File: config.mk
export PLATFORM = sky130hd
export DESIGN_NAME = adxl362_spi_slave
export DESIGN_NICKNAME = d
export VERILOG_FILES = /design/src/rtl/adxl362_spi_pkg.sv /design/src/rtl/adxl362_spi_sync.sv /design/src/rtl/adxl362_spi_slave.sv
export SDC_FILE = /design/constraint.sdc
export NUM_CORES = 1
export LEC_CHECK = 0
export BUFFER_PORTS_ARGS = -buffer_cell sky130_fd_sc_hd__buf_2
export CORE_UTILIZATION = 29
export DETAILED_ROUTE_END_ITERATION = 16
export PLACE_DENSITY = 0.49
export SYNTH_ARGS = -nofsm -noshare
export SYNTH_HDL_FRONTEND = slang
export SYNTH_SLANG_ARGS = --single-unit
File: constraint.sdc
create_clock -name clk_16mhz -period 2.35 [get_ports clk_16mhz]
set_input_delay 0.1175 -clock clk_16mhz [delete_from_list [all_inputs] [get_ports clk_16mhz]]
set_output_delay 0.1175 -clock clk_16mhz [all_outputs]
set_load 0.01 [all_outputs]
File: src/rtl/adxl362_spi_pkg.sv
// Shared constants and state encoding for the ADXL362 SPI slave front-end.
// Command decode lives here so every consumer maps opcodes the same way.
package adxl362_spi_pkg;

   localparam logic [7:0] ADXL362_CMD_WRITE = 8'h0A;
   localparam logic [7:0] ADXL362_CMD_READ  = 8'h0B;
   localparam logic [7:0] ADXL362_CMD_FIFO  = 8'h0D;

   typedef enum logic [2:0] {
      ST_IDLE    = 3'd0,
      ST_CMD     = 3'd1,
      ST_ADDR_WR = 3'd2,
      ST_ADDR_RD = 3'd3,
      ST_LOAD    = 3'd4,
      ST_DATA_WR = 3'd5,
      ST_DATA_RD = 3'd6,
      ST_IGNORE  = 3'd7
   } spi_state_t;

   // FIFO reads and unknown opcodes are both swallowed by IGNORE
   function automatic spi_state_t cmd_decode(input logic [7:0] cmd);
      spi_state_t st;
      case (cmd)
         ADXL362_CMD_WRITE: st = ST_ADDR_WR;
         ADXL362_CMD_READ:  st = ST_ADDR_RD;
         default:           st = ST_IGNORE;
      endcase
      return st;
   endfunction

endpackage

File: src/rtl/adxl362_spi_sync.sv
// Multi-flop synchroniser for one asynchronous SPI pin with registered
// one-cycle rise/fall strobes (latency STAGES+1 from the pin).
module adxl362_spi_sync #(
   parameter int   STAGES    = 2,
   parameter logic RESET_VAL = 1'b0
) (
   input  logic clk,
   input  logic rst_n,
   input  logic pin,
   output logic level,
   output logic rise,
   output logic fall
);

   logic [STAGES-1:0] chain_r;
   logic              prev_r;
   logic              rise_r;
   logic              fall_r;

   // synchroniser chain, edge-history flop and registered strobes
   always_ff @(posedge clk or negedge rst_n) begin
      if (!rst_n) begin
         chain_r <= {STAGES{RESET_VAL}};
         prev_r  <= RESET_VAL;
         rise_r  <= 1'b0;
         fall_r  <= 1'b0;
      end else begin
         chain_r <= {chain_r[STAGES-2:0], pin};
         prev_r  <= chain_r[STAGES-1];
         rise_r  <= chain_r[STAGES-1] & ~prev_r;
         fall_r  <= ~chain_r[STAGES-1] & prev_r;
      end
   end

   assign level = chain_r[STAGES-1];
   assign rise  = rise_r;
   assign fall  = fall_r;

endmodule

File: src/rtl/adxl362_spi_slave.sv
// ADXL362 SPI mode-0 slave: decodes 0x0A/0x0B commands, drives the register
// file write port and shifts read data out on MISO with address auto-increment.
module adxl362_spi_slave #(
   parameter int SYNC_STAGES = 2,
   parameter int WRITE_PULSE = 2
) (
   input  logic       clk_16mhz,
   input  logic       rst_n,
   input  logic       sclk,
   input  logic       cs_n,
   input  logic       mosi,
   output logic       miso,
   output logic       miso_oe,
   output logic       write,
   output logic [5:0] address,
   output logic [7:0] data_write,
   input  logic [7:0] data_read
);
   import adxl362_spi_pkg::*;

   localparam int PW = (WRITE_PULSE > 1) ? $clog2(WRITE_PULSE) : 1;

   logic sclk_level_s, sclk_rise_s, sclk_fall_s;
   logic cs_level_s, cs_rise_s, cs_fall_s;
   logic mosi_s, mosi_rise_s, mosi_fall_s;
   logic unused_s;

   spi_state_t state_r, state_nxt_s;
   logic [7:0]    rx_shift_r, tx_shift_r, rx_byte_s;
   logic [2:0]    bit_cnt_r;
   logic          sclk_rise_q_s, sclk_fall_q_s, byte_done_s;
   logic          miso_r, miso_oe_r, write_r, wr_start_r, inc_pend_r;
   logic [PW-1:0] pulse_cnt_r;
   logic [5:0]    address_r;
   logic [7:0]    data_write_r;

   adxl362_spi_sync #(.STAGES(SYNC_STAGES), .RESET_VAL(1'b0)) u_sync_sclk (
      .clk(clk_16mhz), .rst_n(rst_n), .pin(sclk),
      .level(sclk_level_s), .rise(sclk_rise_s), .fall(sclk_fall_s));
   adxl362_spi_sync #(.STAGES(SYNC_STAGES), .RESET_VAL(1'b1)) u_sync_cs (
      .clk(clk_16mhz), .rst_n(rst_n), .pin(cs_n),
      .level(cs_level_s), .rise(cs_rise_s), .fall(cs_fall_s));
   adxl362_spi_sync #(.STAGES(SYNC_STAGES), .RESET_VAL(1'b0)) u_sync_mosi (
      .clk(clk_16mhz), .rst_n(rst_n), .pin(mosi),
      .level(mosi_s), .rise(mosi_rise_s), .fall(mosi_fall_s));

   assign unused_s      = &{1'b0, sclk_level_s, mosi_rise_s, mosi_fall_s};
   assign sclk_rise_q_s = sclk_rise_s & ~cs_level_s;
   assign sclk_fall_q_s = sclk_fall_s & ~cs_level_s;
   assign rx_byte_s     = {rx_shift_r[6:0], mosi_s};
   assign byte_done_s   = sclk_rise_q_s && (bit_cnt_r == 3'd7) &&
                          (state_r != ST_IDLE) && !cs_rise_s;

   // state register
   always_ff @(posedge clk_16mhz or negedge rst_n) begin
      if (!rst_n) begin
         state_r <= ST_IDLE;
      end else begin
         state_r <= state_nxt_s;
      end
   end

   // next-state decode; cs_n release wins over everything
   always_comb begin
      state_nxt_s = state_r;
      if (cs_rise_s) begin
         state_nxt_s = ST_IDLE;
      end else begin
         case (state_r)
            ST_IDLE:    if (cs_fall_s)   state_nxt_s = ST_CMD;     else state_nxt_s = ST_IDLE;
            ST_CMD:     if (byte_done_s) state_nxt_s = cmd_decode(rx_byte_s); else state_nxt_s = ST_CMD;
            ST_ADDR_WR: if (byte_done_s) state_nxt_s = ST_DATA_WR; else state_nxt_s = ST_ADDR_WR;
            ST_ADDR_RD: if (byte_done_s) state_nxt_s = ST_LOAD;    else state_nxt_s = ST_ADDR_RD;
            ST_LOAD:    state_nxt_s = ST_DATA_RD;
            ST_DATA_WR: state_nxt_s = ST_DATA_WR;
            ST_DATA_RD: if (byte_done_s) state_nxt_s = ST_LOAD;    else state_nxt_s = ST_DATA_RD;
            ST_IGNORE:  state_nxt_s = ST_IGNORE;
            default:    state_nxt_s = ST_IDLE;
         endcase
      end
   end

   // MOSI capture and bit counter; counter is cleared whenever the slave idles
   always_ff @(posedge clk_16mhz or negedge rst_n) begin
      if (!rst_n) begin
         rx_shift_r <= 8'h00;
         bit_cnt_r  <= 3'd0;
      end else if (state_nxt_s == ST_IDLE) begin
         bit_cnt_r  <= 3'd0;
      end else if (sclk_rise_q_s && (state_r != ST_IDLE)) begin
         rx_shift_r <= rx_byte_s;
         bit_cnt_r  <= bit_cnt_r + 3'd1;
      end
   end

   // MISO serialiser; the fall right after a byte's 8th rise (count 0) must
   // not shift, otherwise the freshly loaded MSB would be lost
   always_ff @(posedge clk_16mhz or negedge rst_n) begin
      if (!rst_n) begin
         tx_shift_r <= 8'h00;
         miso_r     <= 1'b0;
         miso_oe_r  <= 1'b0;
      end else begin
         miso_oe_r <= (state_nxt_s == ST_DATA_RD);
         if ((state_r == ST_LOAD) && (state_nxt_s == ST_DATA_RD)) begin
            tx_shift_r <= data_read;
            miso_r     <= data_read[7];
         end else if ((state_r == ST_DATA_RD) && (state_nxt_s == ST_DATA_RD) &&
                      sclk_fall_q_s && (bit_cnt_r != 3'd0)) begin
            tx_shift_r <= {tx_shift_r[6:0], 1'b0};
            miso_r     <= tx_shift_r[6];
         end else if ((state_nxt_s != ST_DATA_RD) && (state_nxt_s != ST_LOAD)) begin
            miso_r     <= 1'b0;
         end
      end
   end

   // register-file write strobe, data latch and address sequencing
   always_ff @(posedge clk_16mhz or negedge rst_n) begin
      if (!rst_n) begin
         address_r    <= 6'd0;
         data_write_r <= 8'h00;
         write_r      <= 1'b0;
         wr_start_r   <= 1'b0;
         inc_pend_r   <= 1'b0;
         pulse_cnt_r  <= '0;
      end else begin
         wr_start_r <= byte_done_s && (state_r == ST_DATA_WR);
         if (byte_done_s && (state_r == ST_DATA_WR)) begin
            data_write_r <= rx_byte_s;
         end
         if (wr_start_r) begin
            write_r     <= 1'b1;
            pulse_cnt_r <= PW'(WRITE_PULSE - 1);
            inc_pend_r  <= 1'b0;
         end else if (write_r) begin
            if (pulse_cnt_r == '0) begin
               write_r    <= 1'b0;
               inc_pend_r <= 1'b1;
            end else begin
               pulse_cnt_r <= pulse_cnt_r - PW'(1);
            end
         end else begin
            inc_pend_r <= 1'b0;
         end
         if (byte_done_s && ((state_r == ST_ADDR_WR) || (state_r == ST_ADDR_RD))) begin
            address_r <= rx_byte_s[5:0];
         end else if ((byte_done_s && (state_r == ST_DATA_RD)) || inc_pend_r) begin
            address_r <= address_r + 6'd1;
         end
      end
   end

   assign miso       = miso_r;
   assign miso_oe    = miso_oe_r;
   assign write      = write_r;
   assign address    = address_r;
   assign data_write = data_write_r;

endmodule

==> summary.txt <==
STA
  – Setup_tns: 0 ps
  – Unrepaired setup endpoints after global routing: no
  – Period utilization: 92.1%
  – Final min period: 2160 ps
  – Slew Limit Fails: 0
  – Slew margin rel.: 56.5%
  – Hold Vio Cnt, Final: 0
  – Worst Max-Slew Pin Slew: 653 ps
  – Setup Viol. Count Final: 0
  – Setup WS post-layout: 185 ps
  – Clock skew: 10.6 ps
  – Fmax: 462 MHz

Power
  – Power density over cell area: 582 mW/mm^2
  – Max VDD drop: 0.000182 V
  – Leakage: 1.30 nW

Flow run
  – Max cap viols: 0

Detailed routing
  – Drc violations: 0
  – Antenna viol nets, final: 0
  – DRT iter0 DRCs: 75
  – Via density: 4.48
  – Via Count: 1,482
  – DR pass1 iterations: 4
  – Final WL: 4180 um
  – Drt wl/cell: 12.6 um

Yosys
  – Ys flop type: dfrtp_1
  – Number of synthesized register bits: 52
  – Avg Inst Size Synth: 12.2 um^2
  – Synth Instances: 188
  – Post-synthesis mux area share: 9.08%
  – Post-synthesis instance area: 0.00230 mm^2
  – Adder and majority gate portion of the synthesized area: 2.17%
  – Simple-gate share of the synthesized area: 12.9%
  – Synth cell count leaders: 49 x dfrtp_1, 15 x mux2_2, 14 x nand2_1, 14 x nor2_1, 8 x inv_1
  – FFs w/ async S/R, synth: 100%
  – Largest area contributor in the netlist: dfrtp_1
  – Post-synth EDFFs: 0
  – Synth top area share: 53.3%
  – Largest cells by area after synthesis: dfrtp_1 53%, mux2_2 7.3%, dfstp_2 3.4%
  – Ys Warns: 0
  – Net count after synthesis: 205
  – Top-count cell post-synth: dfrtp_1
  – Sequential share of the synthesized area: 56.7%
  – Combinational family with the most area after synthesis: compound AO/OA/AOI/OAI gates
  – Compound-gate portion of the synthesized area: 13.1%
  – Post-Synth XOR/XNOR Area: 2.28%
  – Distinct cells, synth: 43

Min path
  – Hold_sp: data_read[0]
  – Hold WC Path Type: in -> reg

Cells and area
  – Antenna diodes: 0
  – Layout Cells excl Fill: 331
  – Design area: 0.00270 mm^2
  – Multi-input gate area: 910 um^2
  – Register area: 0.00131 mm^2
  – Final net count: 245
  – Ratio of cells with drive above 1 in the final layout: 31.0%
  – Area grow syn2layout: 17.4%
  – # fillers: 788

Setup path
  – FF-to-FF Start: bit_cnt_r[0]
  – Crit Path Category: reg -> reg
  – Most frequent CP cell: ha_1
  – Crit-path max FO: 13
  – CP Data Required Time: 2550 ps
  – Slowest CP cell: and3b_1
  – CP Capture Type: register
  – Critical Path Start Type: register
  – CP arrival: 2360 ps
  – Crit-path cells: ha_1 -> ha_1 -> and3b_1 -> a21boi_4 -> nor4b_4 -> buf_4 -> nor2_1 -> a221o_1
  – Crit-path max cell delay: 430 ps
  – Crit. Startpoint: bit_cnt_r[0]

Clock network
  – # Post-CTS Setup Buffers: 0
  – Max Buffers Root-to-Sink: 2
  – H-tree depth: 2
  – TritonCTS clock tree: done
  – CTS Sinks: 52
  – Root buffer cell: clkbuf_8
  – Worst-skew pair later-pin latency: 310 ps
  – Worst-path clk slew: 100 ps
  – Cts bufs inserted: 5

Global route
  – Met1 Use GR: 16.3%
  – First-pass GRT wire length: 7330 um
  – Met2 Use GR: 16.0%
  – GR Util met3: 2.26%
  – Grt ovf: 0
  – Vias in the first global route: 1,453
  – Largest net degree at the start of global routing: 53
  – Tot GR Track Use: 11.2%
  – GR peak layer: met1
  – Antenna violations before repair: 0

Die
  – IO Pins: 30
  – Die Ht: 91.1 um
  – Num rows: 32
  – Die width: 91.1 um
  – Core Region: 0.00769 mm^2
  – Initial core utilization: 29.9%
  – Die area: 0.00830 mm^2

Placement
  – Post-Place Cell Area: 0.00257 mm^2
  – Input/output buffers: 29
  – Post-Place Cells: 319
  – Dpl ws: 189 ps
  – DP Wirelength: 2870 um
  – GP Congestion: 0.761

Status
  – Status: completed
final timing paths:
check | to | slack, ps | depth (start not counted)
worst max-delay path | tx_shift_r[6] | 190 | 8
worst max register to register | tx_shift_r[6] | 190 | 8
min in group asynchronous | address[3] | 440 | 3
worst min-delay path | tx_shift_r[0] | 30 | 3
worst min register to register | u_sync_sclk.chain_r[1] | 360 | 0
max in group asynchronous | u_sync_sclk.fall | 1460 | 3
kinds of logic after synthesis:
family / Yosys count
adders and majority gates: 4
and+or+nand+nor: 54
buffers and inverters: 15
DFF: 52
xor gates and xnor gates: 6
muxes: 19
AOI/OAI and AO/OA: 38
routing by layer:
metal	vias to the layer above	part of all wire [%]	wire, um
met5	-	0	0
met4	0	1.8	77
met3	6	2.5	106
met2	20	43	1790
met1	709	53	2210
li1	747	-	-
state kept, by name, summed over array words and instances, names as in the netlist, 2 cells and up:
signal and flops:
bit_cnt_r 3, rx_shift_r 7, state_r 3, u_sync_cs.chain_r 2
tx_shift_r 7, data_write 8, u_sync_mosi.chain_r 2, address 6
u_sync_sclk.chain_r 2
area by class of cell:
class	count	share of cell area [%]
well taps	102	4.72
inverters	8	1.11
multi-input cells	121	33.6
repair buffers	40	8.79
clock buffers	5	2.55
clock inverters	3	0.925
flip-flops and latches	52	48.3
timing repair:
action / CTS / global route
resized for setup: 0 / 0
hold endpoints to repair: 52 / 0
hold buffers: 4 / 0
critical path: cells and delay by family, from the launching register on:
kind / cells / cell delay, ps
AOI/OAI and AO/OA: 2 / 370
adders and majority gates: 2 / 330
buffers and inverters: 1 / 220
DFF: 1 / 390
and+or+nand+nor: 3 / 740
cells in the final DEF (no fill, tap or decap), drive strengths merged, types with 5 or more instances in the layout:
master | netlist | final
nand3 | 5 | 5
mux2 | 15 | 15
a22oi | 7 | 7
a21oi | 6 | 6
o21ai | 8 | 8
nor2 | 15 | 15
clkbuf | 1 | 5
nand2 | 14 | 14
inv | 8 | 10
dfrtp | 49 | 49
a221o | 5 | 5
buf | 6 | 36
stage by stage:
stage	hold WS, ps	power, W	utilization (%)
after floorplan	-178	0.00100	-
after global placement	228	0.00105	33.4
after detailed placement	225	0.00105	33.4
after CTS	31.3	0.00160	35.2
after global routing	33.8	0.00165	35.2
final	33.6	0.00157	35.2
report_power, final:
group	total, W	internal [W]	switching, W
sequential	0.000953	0.000922	0.0000312
combinational	0.0000799	0.0000413	0.0000386
clock	0.000541	0.000218	0.000323
total	0.00157	0.00118	0.000393
Power figures use the tool's default switching activity.
